$ cat src/rtl/vend_uart_ctrl.sv
// Vending-machine command sequencer: decodes UART command bytes into credit,
// item selection, dispenser handshake and change. Optional macro: VEND_TIMEOUT_EN.
module vend_uart_ctrl #(
    parameter logic [7:0]  PRICE          = 8'd65,
    parameter logic [7:0]  MAX_CREDIT     = 8'd200,
    parameter logic [31:0] TIMEOUT_CYCLES = 32'd1_000_000_000
) (
    input  logic       clk_i,
    input  logic       reset_i,
    input  logic [7:0] rx_data_i,
    input  logic       rx_valid_i,
    output logic       vend_req_o,
    output logic [1:0] vend_item_o,
    input  logic       vend_ack_i,
    output logic [7:0] change_o,
    output logic       change_valid_o,
    output logic [7:0] credit_o,
    output logic       busy_o,
    output logic       reject_o
);

    typedef enum logic [1:0] {
        IDLE      = 2'd0,
        CREDIT    = 2'd1,
        VEND_WAIT = 2'd2,
        CHANGE    = 2'd3
    } state_t;

    state_t     state_q, state_d;
    logic [7:0] credit_q, credit_d;
    logic       vend_req_q, vend_req_d;
    logic [1:0] vend_item_q, vend_item_d;
    logic [7:0] change_q, change_d;
    logic       change_valid_q, change_valid_d;
    logic       reject_q, reject_d;
    logic       busy_q, busy_d;

    logic       is_coin, is_sel, is_cancel;
    logic [7:0] coin_val;
    logic [1:0] sel_item;
    logic [8:0] coin_sum;
    logic       coin_fits;
    logic       timeout_hit;

    always_comb begin
        is_coin   = 1'b0;
        is_sel    = 1'b0;
        is_cancel = 1'b0;
        coin_val  = 8'd0;
        sel_item  = 2'd0;
        case (rx_data_i)
            8'h6e: begin is_coin = 1'b1; coin_val = 8'd5;  end
            8'h64: begin is_coin = 1'b1; coin_val = 8'd10; end
            8'h71: begin is_coin = 1'b1; coin_val = 8'd25; end
            8'h31: begin is_sel = 1'b1; sel_item = 2'd0; end
            8'h32: begin is_sel = 1'b1; sel_item = 2'd1; end
            8'h33: begin is_sel = 1'b1; sel_item = 2'd2; end
            8'h34: begin is_sel = 1'b1; sel_item = 2'd3; end
            8'h63: is_cancel = 1'b1;
            default: ;
        endcase
    end

    // Nine-bit sum so a coin near the ceiling cannot wrap into a small credit.
    assign coin_sum  = {1'b0, credit_q} + {1'b0, coin_val};
    assign coin_fits = (coin_sum <= {1'b0, MAX_CREDIT});

`ifdef VEND_TIMEOUT_EN
    logic [31:0] tmo_cnt_q, tmo_cnt_d;

    assign timeout_hit = (state_q == CREDIT) && (tmo_cnt_q == TIMEOUT_CYCLES - 32'd1);

    always_comb begin
        tmo_cnt_d = 32'd0;
        if (state_q == CREDIT && !rx_valid_i && !timeout_hit) begin
            tmo_cnt_d = tmo_cnt_q + 32'd1;
        end
    end

    always_ff @(posedge clk_i or posedge reset_i) begin
        if (reset_i) begin
            tmo_cnt_q <= 32'd0;
        end else begin
            tmo_cnt_q <= tmo_cnt_d;
        end
    end
`else
    logic unused_timeout;
    assign unused_timeout = ^TIMEOUT_CYCLES;
    assign timeout_hit    = 1'b0;
`endif

    always_comb begin
        state_d        = state_q;
        credit_d       = credit_q;
        vend_req_d     = vend_req_q;
        vend_item_d    = vend_item_q;
        change_d       = 8'd0;
        change_valid_d = 1'b0;
        reject_d       = 1'b0;
        case (state_q)
            IDLE, CREDIT: begin
                if (rx_valid_i) begin
                    if (is_coin) begin
                        if (coin_fits) begin
                            credit_d = coin_sum[7:0];
                            state_d  = CREDIT;
                        end else begin
                            reject_d = 1'b1;
                        end
                    end else if (is_sel) begin
                        if (credit_q >= PRICE) begin
                            credit_d    = credit_q - PRICE;
                            vend_item_d = sel_item;
                            vend_req_d  = 1'b1;
                            state_d     = VEND_WAIT;
                        end else begin
                            reject_d = 1'b1;
                        end
                    end else if (is_cancel && credit_q != 8'd0) begin
                        state_d        = CHANGE;
                        change_d       = credit_q;
                        change_valid_d = 1'b1;
                    end
                end else if (timeout_hit) begin
                    state_d        = CHANGE;
                    change_d       = credit_q;
                    change_valid_d = 1'b1;
                end
            end
            VEND_WAIT: begin
                // Bytes are dropped here; only the acknowledge advances the state.
                if (vend_ack_i) begin
                    vend_req_d = 1'b0;
                    if (credit_q != 8'd0) begin
                        state_d        = CHANGE;
                        change_d       = credit_q;
                        change_valid_d = 1'b1;
                    end else begin
                        state_d = IDLE;
                    end
                end
            end
            CHANGE: begin
                credit_d = 8'd0;
                state_d  = IDLE;
            end
            default: state_d = IDLE;
        endcase
        busy_d = (state_d == VEND_WAIT) || (state_d == CHANGE);
    end

    always_ff @(posedge clk_i or posedge reset_i) begin
        if (reset_i) begin
            state_q        <= IDLE;
            credit_q       <= 8'd0;
            vend_req_q     <= 1'b0;
            vend_item_q    <= 2'd0;
            change_q       <= 8'd0;
            change_valid_q <= 1'b0;
            reject_q       <= 1'b0;
            busy_q         <= 1'b0;
        end else begin
            state_q        <= state_d;
            credit_q       <= credit_d;
            vend_req_q     <= vend_req_d;
            vend_item_q    <= vend_item_d;
            change_q       <= change_d;
            change_valid_q <= change_valid_d;
            reject_q       <= reject_d;
            busy_q         <= busy_d;
        end
    end

    assign vend_req_o     = vend_req_q;
    assign vend_item_o    = vend_item_q;
    assign change_o       = change_q;
    assign change_valid_o = change_valid_q;
    assign credit_o       = credit_q;
    assign busy_o         = busy_q;
    assign reject_o       = reject_q;

endmodule

$ cat config.mk
export PLATFORM = sky130hd
export DESIGN_NAME = vend_uart_ctrl
export DESIGN_NICKNAME = d
export VERILOG_FILES = /design/src/rtl/vend_uart_ctrl.sv
export SDC_FILE = /design/constraint.sdc
export NUM_CORES = 1
export LEC_CHECK = 0
export CAP_MARGIN = 20
export CELL_PAD_IN_SITES_DETAIL_PLACEMENT = 0
export CELL_PAD_IN_SITES_GLOBAL_PLACEMENT = 1
export CORE_UTILIZATION = 41
export CTS_BUF_LIST = sky130_fd_sc_hd__clkbuf_8
export CTS_CLUSTER_SIZE = 40
export DETAILED_ROUTE_END_ITERATION = 8
export PLACE_DENSITY = 0.83
export SYNTH_ARGS = -nofsm -noshare
export SYNTH_HDL_FRONTEND = slang
export SYNTH_SLANG_ARGS = --single-unit
$ cat constraint.sdc
create_clock -name clk_i -period 4.85 [get_ports clk_i]
set_clock_uncertainty 0.05 [all_clocks]
set_input_delay 0.97 -clock clk_i [delete_from_list [all_inputs] [get_ports clk_i]]
set_output_delay 0.97 -clock clk_i [all_outputs]
set_load 0.02 [all_outputs]
# ---- Word-level counts from Yosys, hierarchy flattened
# Index checks and enable logic that the tools add are counted.
# Widths: inputs -> output; s select.
dict set report word_totals {
  word_cells 92
  regBits 24
}
dict set report classes {
  n_addsub 2
  eq_ne 21
  n_reduce_logical 12
  bitwise_logic 1
  n_lt_le_gt_ge 2
  mux 46
}
# cell count
set op_table {}
lappend op_table {{$mux 8} 11}
lappend op_table {{$eq 8x6->1 const B} 4}
lappend op_table {{$eq 8x7->1 const B} 4}
lappend op_table {{$pmux 8 s2} 2}
lappend op_table {{$mux 1} 20}
lappend op_table {{$mux 2} 8}
lappend op_table {{$pmux 5 s3} 1}
lappend op_table {{$pmux 2 s3} 2}
lappend op_table {{$ne 2x2->1 const B} 5}
lappend op_table {{$reduce_and 5->1} 2}
lappend op_table {{$add 8x8->9} 1}
lappend op_table {{$le 9x8->1 const B} 1}
lappend op_table {{$ne 3x3->1 const B} 3}
lappend op_table {{$eq 2x2->1 const B} 4}
lappend op_table {{$ge 8x7->1 const B} 1}
lappend op_table {{$reduce_bool 8->1} 1}
lappend op_table {{$sub 8x7->8 const B} 1}
lappend op_table {{$reduce_and 6->1} 1}
lappend op_table {{$pmux 1 s2} 2}
lappend op_table {{$reduce_bool 2->1} 2}
lappend op_table {{$reduce_or 4->1} 1}
lappend op_table {{$reduce_or 3->1} 1}
lappend op_table {{$eq 2x1->1 const B} 1}
lappend op_table {{$logic_not 2->1} 1}
lappend op_table {{4 further kinds} 4}

# ---- Logic depth before layout (Yosys ltp)
# Gate-level depths: netlist (run 1).
dict set report depth {
  ltp_word 10
  mapped_depth 14
  depth_no_buf 14
}

# ---- Least setup slack after synthesis (run 1)
# Ideal clock, no wire load.
dict set report synth_timing {
  path_kind {input -> register}
  from {input port rx_data_i[5]}
  to {register (tool-made name)}
  path_stages 13
  required_time_ns 4.680
  setup_time_ns 0.120
  arrival_time_ns 4.149
  slack_ns 0.531
  path_cell_list {nor2b_1 nand2_1 or4b_2 or3b_2 nand2b_1 ha_1 a21oi_1 or3b_4 a21o_1 and4_4 or3_1 a21bo_2 o211a_1}
}
# item line_no
set synth_rtl {}
lappend synth_rtl {{from (decl)} 10} ;# input logic [7:0] rx_data_i,

==> metrics.txt, run 1 <==
Fmax=0.217 GHz; Crit path max-delay family=simple AND/OR/NAND/NOR gates; PwrDens=275 nW/um2; RSZ-0062 raised after global routing=false; CP Launch Point=rx_data_i[5]; Clock Power Share=18.9%; Final Critical Period=4.61 ns; HP Start=vend_req_o$_DFFE_PP0P_; share of layout cells above drive strength 1=13.8%; clock slew at reported path FFs=0.08 ns; Mapped Area=1680 um2; Antenna Cells=0; port bufs=33; WL per Instance=13.8 um; Starting Density=44.2%; post-layout util=57.0%; Placer Congestion=0.888; initial drt markers=61; Sequential Power Share=42.4%; sw frac=36.7%; slowest stage delay, CP=0.64 ns; CP Launch Type=input pin; Congestion Overflow GR=0; Hold Vio Cnt, Final=0; CP Cell Sequence=clkdlybuf4s50_1, nor2b_1, nand2_1, or4b_2, or3b_4, nand2b_1, ha_2, a21oi_1, or3b_4, a21o_1, and4_4, or3_1, a21bo_2, o211a_1; total CTS buffers=3; Netlist cell types=55; post-synthesis sequential area ratio=34.3%; Syn Nets=212; Top FF cell, synth=dfrtp_1; cts hold-fix bufs=0; clock buffer depth=2; pin count of the biggest net entering global routing=24; HPWL Detailed=3100 um; nets=254; Post-CTS Setup Bufs=0; # placed instances=276; average size of a mapped cell=8.78 um2; Overall Global Routing Usage=20.3%; EDFF count, synth=0; max-cap viol count=0; Power Internal=0.000377 W; number of cells on the worst reg-to-reg path=9; power share of the combinational group=38.7%; Slew Viols, Final=0; number of global-route vias before repair=1480; CP bufs+invs=1; H-Tree Depth=1; WP data arrival=4.72 ns; asr flop ratio synth=100%; P_sw=0.000219 W; Yosys top cell area share=34.3%; Synth Warn #=0; most frequent CP cell=or3b_4; Die W=66.0 um; routed vias=1512; std cell rows=22; CTS root buf=clkbuf_8; final antenna-violating net count=0; Hold Path Class=flop to flop; Yosys top cell by area=dfrtp_1; initial antenna violation count=0; chip height=66.0 um; first-pass GRT wire length=6720 um; outcome=finished, final reports clean; number of remaining DRC errors=0; drt first pass iters=4; number of clock sinks=23; CTS tree=built; final std cells w/o fill=280; I/O Pins=34; Core Area=3800 um2; worst path required time=4.95 ns; number of synthesized register bits=23; vias per cell=5.40; synth top area cells=dfrtp_1 (34%), ha_1 (6.0%), nand2_1 (4.5%), a21oi_1 (4.2%), and2_1 (4.1%); Leakage=0.910 nW; Synth Instances=191; CP Capture Type=flop; slowest CP cell=or4b_2; worst r2r src=credit_o[0]$_DFFE_PP0P_; Layout area overhead=29.1%; worst slew pin tran=0.849 ns; VDD IR-drop max=0.125 mV; Max FO, Critical Path=3; period utilization=95.1%; hold-critical path depth=1; Die ar.=4350 um2; WP depth=14; Clock Latency Late Sink=0.26 ns; final setup vio count=0; Slew HR=43.3%; drt total wl=3870 um; crit path kind=input pin to flop
-- repair_timing --
item,CTS,global route
hold endpoints to repair,0,0
gates resized for setup,0,3
endpoints found under the setup margin,0,10
-- cell usage after synthesis (2+ instances only) --
library cell  instances
a21oi_1              14
and2_1               11
clkbuf_1              4
dfrtp_1              23
ha_1                  8
inv_1                 7
mux2_2                2
nand2_1              20
nand2_2               2
nand2b_1              5
nand3_1               3
nand4b_1              3
nor2_1               13
nor2b_1               2
nor3_1                5
nor3b_1               2
o21a_1                3
o21ai_0              10
o21bai_1              2
o2bb2ai_1             6
or2_2                 3
or3_1                 2
or3b_2                2
xnor2_1               5
xor2_1                4
-- through the flow --
stage	hold WS [ns]	power (W)	cell area, um2	setup TNS (ns)	setup WS, ns
2_1_floorplan	0.490	0.000397	1680	0	0.531
3_3_place_gp	0.428	0.000482	2120	-0.0838	-0.0289
3_5_place_dp	0.430	0.000485	2120	-1.12	-0.154
4_1_cts	0.449	0.000599	2160	0	0.115
5_1_grt	0.480	0.000637	2170	0	0.0508
6_report	0.443	0.000596	2170	0	0.237
-- worst register-to-register path: cells and delay by family, from the launching register on --
family,cells,cell delay (ns)
DFF,1,0.49
xor gates and xnor gates,1,0.16
AOI/OAI and AO/OA,4,0.78
and+or+nand+nor,2,0.56
adders and majority gates,2,0.67
-- per-layer routing --
layer	up-vias	part of all wire (%)	global-route usage (%)
li1	761	-	-
met1	708	46	26.7
met2	37	49	33.2
met3	6	3.7	2.76
met4	0	1.7	8.24
met5	-	0	0
-- cells by family (layout without fill, tap and decap cells) --
kind of cell	after synthesis	count (layout)	synth area share [%]
AND/OR/NAND/NOR	85	85	29.0
AO/OA/AOI/OAI	49	49	20.1
flip-flops	23	23	34.3
buffers and inverters	14	55	3.43
adder cells (fa/ha/maj)	9	9	7.16
XOR/XNOR	9	9	4.70
multiplexers	2	2	1.34
-- cell usage in the layout, fill, tap and decap left out, types with 6 or more instances in the layout --
cell,count
o2bb2ai_1,6
clkdlybuf4s50_1,33
nand2_1,20
ha_1,7
dfrtp_1,23
and2_1,11
nor2_1,13
buf_4,10
o21ai_0,9
inv_1,8
a21oi_1,14
-- flip-flops by register name, indices dropped and copies added, names as in the netlist, named ones only --
signal,cells
vend_req_o,1
credit_o,8
reject_o,1
change_o,8
change_valid_o,1
vend_item_o,2
-- final timing paths --
| path | to | slack [ns] |
|---|---|---|
| min in group asynchronous | vend_req_o$_DFFE_PP0P_ | 1.13 |
| max | flop | 0.24 |
| min reg2reg | vend_req_o$_DFFE_PP0P_ | 0.44 |
| max in group asynchronous | change_o[2]$_DFF_PP0_ | 3.09 |
| min | vend_req_o$_DFFE_PP0P_ | 0.44 |
| max reg2reg | flop | 2.03 |
-- layout make-up --
type | instances | area [um2]
Multi-Input combinational cell | 154 | 1050
Fill cell | 342 | 1630
Clock inverter | 1 | 3.75
Inverter | 8 | 30.0
Timing Repair Buffer | 43 | 405
Clock buffer | 3 | 41.3
Tap cell | 48 | 60.1
Sequential cell | 23 | 576
-- power by group through the flow --
| stage | sequential, W | combinational, W | clock (W) |
|---|---|---|---|
| 6_report | 0.000253 | 0.000231 | 0.000113 |
| 5_1_grt | 0.000258 | 0.000257 | 0.000123 |
| 4_1_cts | 0.000252 | 0.000231 | 0.000116 |
| 3_5_place_dp | 0.000256 | 0.000229 | 0 |
| 3_3_place_gp | 0.000255 | 0.000227 | 0 |
| 2_1_floorplan | 0.000253 | 0.000144 | 0 |
Note: power is estimated with default switching activity, not from simulation.
==> inputs of run 2 (changes only) <==
--- a/config.mk
+++ b/config.mk
@@ -13,6 +13,8 @@
 export CTS_CLUSTER_SIZE = 40
 export DETAILED_ROUTE_END_ITERATION = 8
 export PLACE_DENSITY = 0.83
+export SETUP_SLACK_MARGIN = 0.1
+export SKIP_LAST_GASP = 1
 export SYNTH_ARGS = -nofsm -noshare
 export SYNTH_HDL_FRONTEND = slang
 export SYNTH_SLANG_ARGS = --single-unit
==> metrics.txt, run 2 (synthesis results as in run 1) <==
outcome=finished, final reports clean; Clock Latency Late Sink=0.26 ns (about the same); initial antenna violation count=0 (unchanged); crit path kind=input pin to flop; worst r2r src=credit_o[0]$_DFFE_PP0P_; Leakage=0.913 nW (+0.31%); WP data arrival=4.67 ns (-0.05 ns); Pwr Total=0.000597 W (+0.18%); number of cells on the worst reg-to-reg path=9 (unchanged); final setup vio count=0 (unchanged); commonest non-fill, non-tap cell in the layout=clkdlybuf4s50_1; CP Launch Type=input pin; worst path required time=4.95 ns (about the same); number of clock sinks=23 (unchanged); drt total wl=3870 um (unchanged); CTS root buf=clkbuf_8; max-cap viol count=0 (unchanged); WL per Instance=13.8 um (unchanged); chip height=66.0 um (unchanged); drt first pass iters=4 (unchanged); met2 GRT Util=33.2% (unchanged); routed vias=1506 (-0.40%); Antenna Cells=0 (unchanged); first-pass GRT wire length=6720 um (unchanged); Layout area overhead=29.5%; most frequent cells in the layout=clkdlybuf4s50_1 (33), dfrtp_1 (23), nand2_1 (20); total CTS buffers=3 (unchanged); nets=254 (unchanged); PwrDens=275 nW/um2 (-0.17%); CP Launch Point=rx_data_i[5]; worst slew pin tran=0.849 ns (-0.000611 ns); Core Area=3800 um2 (unchanged); pin count of the biggest net entering global routing=24 (unchanged); initial drt markers=64 (+4.9%); clock slew at reported path FFs=0.08 ns (about the same); CP Capture Type=flop; Slew Viols, Final=0 (unchanged); Overall Global Routing Usage=20.3% (unchanged); Hold WS=0.443 ns (+0.0000340 ns); vias per cell=5.38 (-0.40%); Fmax=0.219 GHz (+1.1%); Hold Path Class=flop to flop; Die W=66.0 um (unchanged); GRT Max-Usage Layer=met2; RSZ-0062 raised after global routing=false; VDD IR-drop max=0.125 mV (+0.19%); share of layout cells above drive strength 1=14.7% (+0.86 points); Hold Vio Cnt, Final=0 (unchanged); H-Tree Depth=1 (unchanged); I/O Pins=34 (unchanged); Slew HR=43.3% (about the same); pre-CTS setup slack=-0.154 ns (unchanged); number of global-route vias before repair=1480 (unchanged); fin worst setup slack=0.285 ns (+0.0486 ns); HPWL Detailed=3100 um (unchanged); Die ar.=4350 um2 (unchanged); GRT met3 Usage=2.76% (unchanged); port bufs=33 (unchanged); Placer Congestion=0.888 (unchanged); std cell rows=22 (unchanged); number of remaining DRC errors=0 (unchanged); Final Critical Period=4.56 ns (-0.0486 ns); CTS tree=built; clock buffer depth=2 (unchanged); met1 Use GR=26.7% (unchanged); Congestion Overflow GR=0 (unchanged); worst reg2reg setup slack=2.05 ns (+0.02 ns); Max FO, Critical Path=3 (unchanged); final antenna-violating net count=0 (unchanged); fill cell count=342 (unchanged); period utilization=94.1% (-1.0 points); Starting Density=44.2% (unchanged)
==> run 2: power by group <==
part	internal, W	switching [W]	total, W	leakage (nW)
Combinational	0.000112	0.000120	0.000232	0.579
Sequential	0.000209	0.0000432	0.000252	0.307
Clock	0.0000564	0.0000564	0.000113	0.0269
==> run 2: worst min path at each step <==
stage                                      start  cells past startpoint                     end
after floorplan                             flop                      3                    flop
after global placement    vend_req_o$_DFFE_PP0P_                      1  vend_req_o$_DFFE_PP0P_
after detailed placement  vend_req_o$_DFFE_PP0P_                      1  vend_req_o$_DFFE_PP0P_
after CTS                 vend_req_o$_DFFE_PP0P_                      1  vend_req_o$_DFFE_PP0P_
after global routing      vend_req_o$_DFFE_PP0P_                      1  vend_req_o$_DFFE_PP0P_
final                     vend_req_o$_DFFE_PP0P_                      1  vend_req_o$_DFFE_PP0P_
==> run 2: stage by stage <==
| stage | TNS [ns] | area [um2] | util [%] | std cells |
|---|---|---|---|---|
| after floorplan | 0 | 1680 | - | 191 |
| after global placement | -0.0838 | 2120 | 55.7 | 276 |
| after detailed placement | -1.12 | 2120 | 55.7 | 276 |
| after CTS | 0 | 2160 | 56.9 | 280 |
| after global routing | 0 | 2170 | 57.2 | 280 |
| final | 0 | 2170 | 57.2 | 280 |
==> run 2: critical path, cell delays in order <==
cell and delay (ns):
clkdlybuf4s50_1 0.47, nor2b_2 0.15, nand2_1 0.07, or4b_2 0.64, or3b_4 0.41, nand2b_1 0.08
ha_2 0.20, a21oi_1 0.07, or3b_4 0.40, a21o_1 0.19, and4_4 0.18, or3_4 0.38
a21bo_2 0.23, o211a_1 0.22
==> run 2: repair_timing <==
action,4_1_cts,5_1_grt
hold buffers,0,0
endpoints found under the hold margin,0,0
resized for setup,0,5
buffers inserted,0,0
endpoints found under the setup margin,0,10
==> run 2: layout make-up <==
| type | instances | area, um2 | area share (%) |
|---|---|---|---|
| Inverter | 8 | 30.0 | 1.38 |
| Timing Repair Buffer | 43 | 405 | 18.7 |
| Tap cell | 48 | 60.1 | 2.76 |
| Sequential cell | 23 | 576 | 26.5 |
| Clock inverter | 1 | 3.75 | 0.173 |
| Clock buffer | 3 | 41.3 | 1.90 |
| Multi-Input combinational cell | 154 | 1060 | 48.6 |
==> run 2: metal layers <==
metal	part of all wire, %	wire length [um]
met5	0	0
met4	1.7	65
met3	3.7	144
met2	49	1890
met1	46	1770
==> RTL edit (flow settings as in run 2) <==
Build with the macro `VEND_TIMEOUT_EN` defined.
--- a/src/rtl/vend_uart_ctrl.sv
+++ b/src/rtl/vend_uart_ctrl.sv
@@ -1,4 +1,6 @@
 // Vending-machine command sequencer: decodes UART command bytes into credit,
 // item selection, dispenser handshake and change. Optional macro: VEND_TIMEOUT_EN.
+`define VEND_TIMEOUT_EN
+
 module vend_uart_ctrl #(
     parameter logic [7:0]  PRICE          = 8'd65,
Function: no difference found for any inputs over 4 cycles, from zero or initial values and one cycle with reset_i high; that may be too few to reach the edited logic, so the function may still have changed.
==> RTL edit against run 2 <==
Maximum frequency is 4.7% higher. Sequential cell count is 33 higher. Utilization is 7.2 points lower. Synthesized cell count is 84% higher. Wire length is 88% higher. Total power is 120% higher. Area after synthesis is 96% higher. Setup slack better by 0.21 ns. Critical path type unchanged. Cell area is 78% higher. Non-clock buffer count is 3 lower.
==> RTL edit: results <==
group,metric,value,unit
run_status,status,"finished clean",
drt,routed_via_density,5.28,
grt,use_met3,3.27,%
pwr,p_leak,1.61,nW
place,post-place-ws,0.162,ns
timing,worst_slew_pin_slew,1.01,ns
synthesis,synth.distinct_cells,60,
place,dp_hpwl,5450,µm
clock_tree,clkLatencyLatePin,0.31,ns
critical_path,critPathMaxFanout,7,
grt,grt_max_degree,32,
clock_tree,clk_pin_slew,0.10,ns
synthesis,syn_avg_cell_area,9.36,µm²
grt,grt_pass1_wl,12400,µm
place,dp.cells,480,
layout,nNetsFinal,407,
clock_tree,cts_buffers,5,
place,place_area,3740,µm²
drt,wl,7270,µm
synthesis,seq_area_frac_synth,42.7,%
clock_tree,cts_max_level,2,
drt,drtIter0Drc,131,
synthesis,syn_nets,373,
grt,first_global_vias,2532,
synthesis,synth_common_cells,"dfrtp_1, nor2_1, nand2_1, xor2_1, nand3_1",
RTL edit: layer usage:
metal | vias up | share of wire [%]
met5 | - | 0
met4 | 0 | 1.4
met3 | 9 | 3.5
met2 | 41 | 47
met1 | 1233 | 48
li1 | 1294 | -
RTL edit: path summary, 6_finish.rpt:
path	from	end	slack [ns]	cells past startpoint
min in group asynchronous	reset_i	change_o[4]	1.01	2
max	rx_data_i[4]	credit_o[6]	0.49	14
max in group asynchronous	reset_i	change_o[0]	2.94	3
min reg2reg	tmo_cnt_q[0]	tmo_cnt_q[0]	0.45	1
max reg2reg	credit_o[0]	credit_o[6]	1.86	10
min	tmo_cnt_q[0]	tmo_cnt_q[0]	0.45	1
RTL edit: cell families after synthesis:
group | count (synthesis) | share of synthesized area [%]
fa+ha+maj | 10 | 4.04
flops | 56 | 42.7
mux | 8 | 3.20
buf+inv | 22 | 2.70
simple gates | 166 | 27.0
compound gates | 51 | 10.3
xor+xnor | 38 | 10.1
RTL edit: layout make-up:
type / count / area, µm²
Sequential cell: 56 / 1400
Inverter: 9 / 33.8
Fill cell: 728 / 3870
Multi-Input combinational cell: 273 / 1790
Timing Repair Buffer: 40 / 383
Clock inverter: 2 / 38.8
Tap cell: 102 / 128
Clock buffer: 6 / 82.6
RTL edit: where the power goes:
| part | total, mW | internal, mW | switching, mW |
|---|---|---|---|
| Clock | 0.321 | 0.169 | 0.152 |
| Combinational | 0.435 | 0.200 | 0.234 |
| Sequential | 0.588 | 0.504 | 0.0833 |
| Total | 1.34 | 0.874 | 0.470 |
RTL edit: worst max-delay path, stage by stage:
cell and delay, ns:
clkdlybuf4s50_1 0.47, or3b_4 0.44, nor3_4 0.23, or2_2 0.15, ha_1 0.16, inv_1 0.06, fa_1 0.41, nor2b_1 0.18
o22ai_1 0.12, xnor2_1 0.21, a211oi_1 0.10, nor4b_2 0.33, a21o_1 0.34, mux2_4 0.33
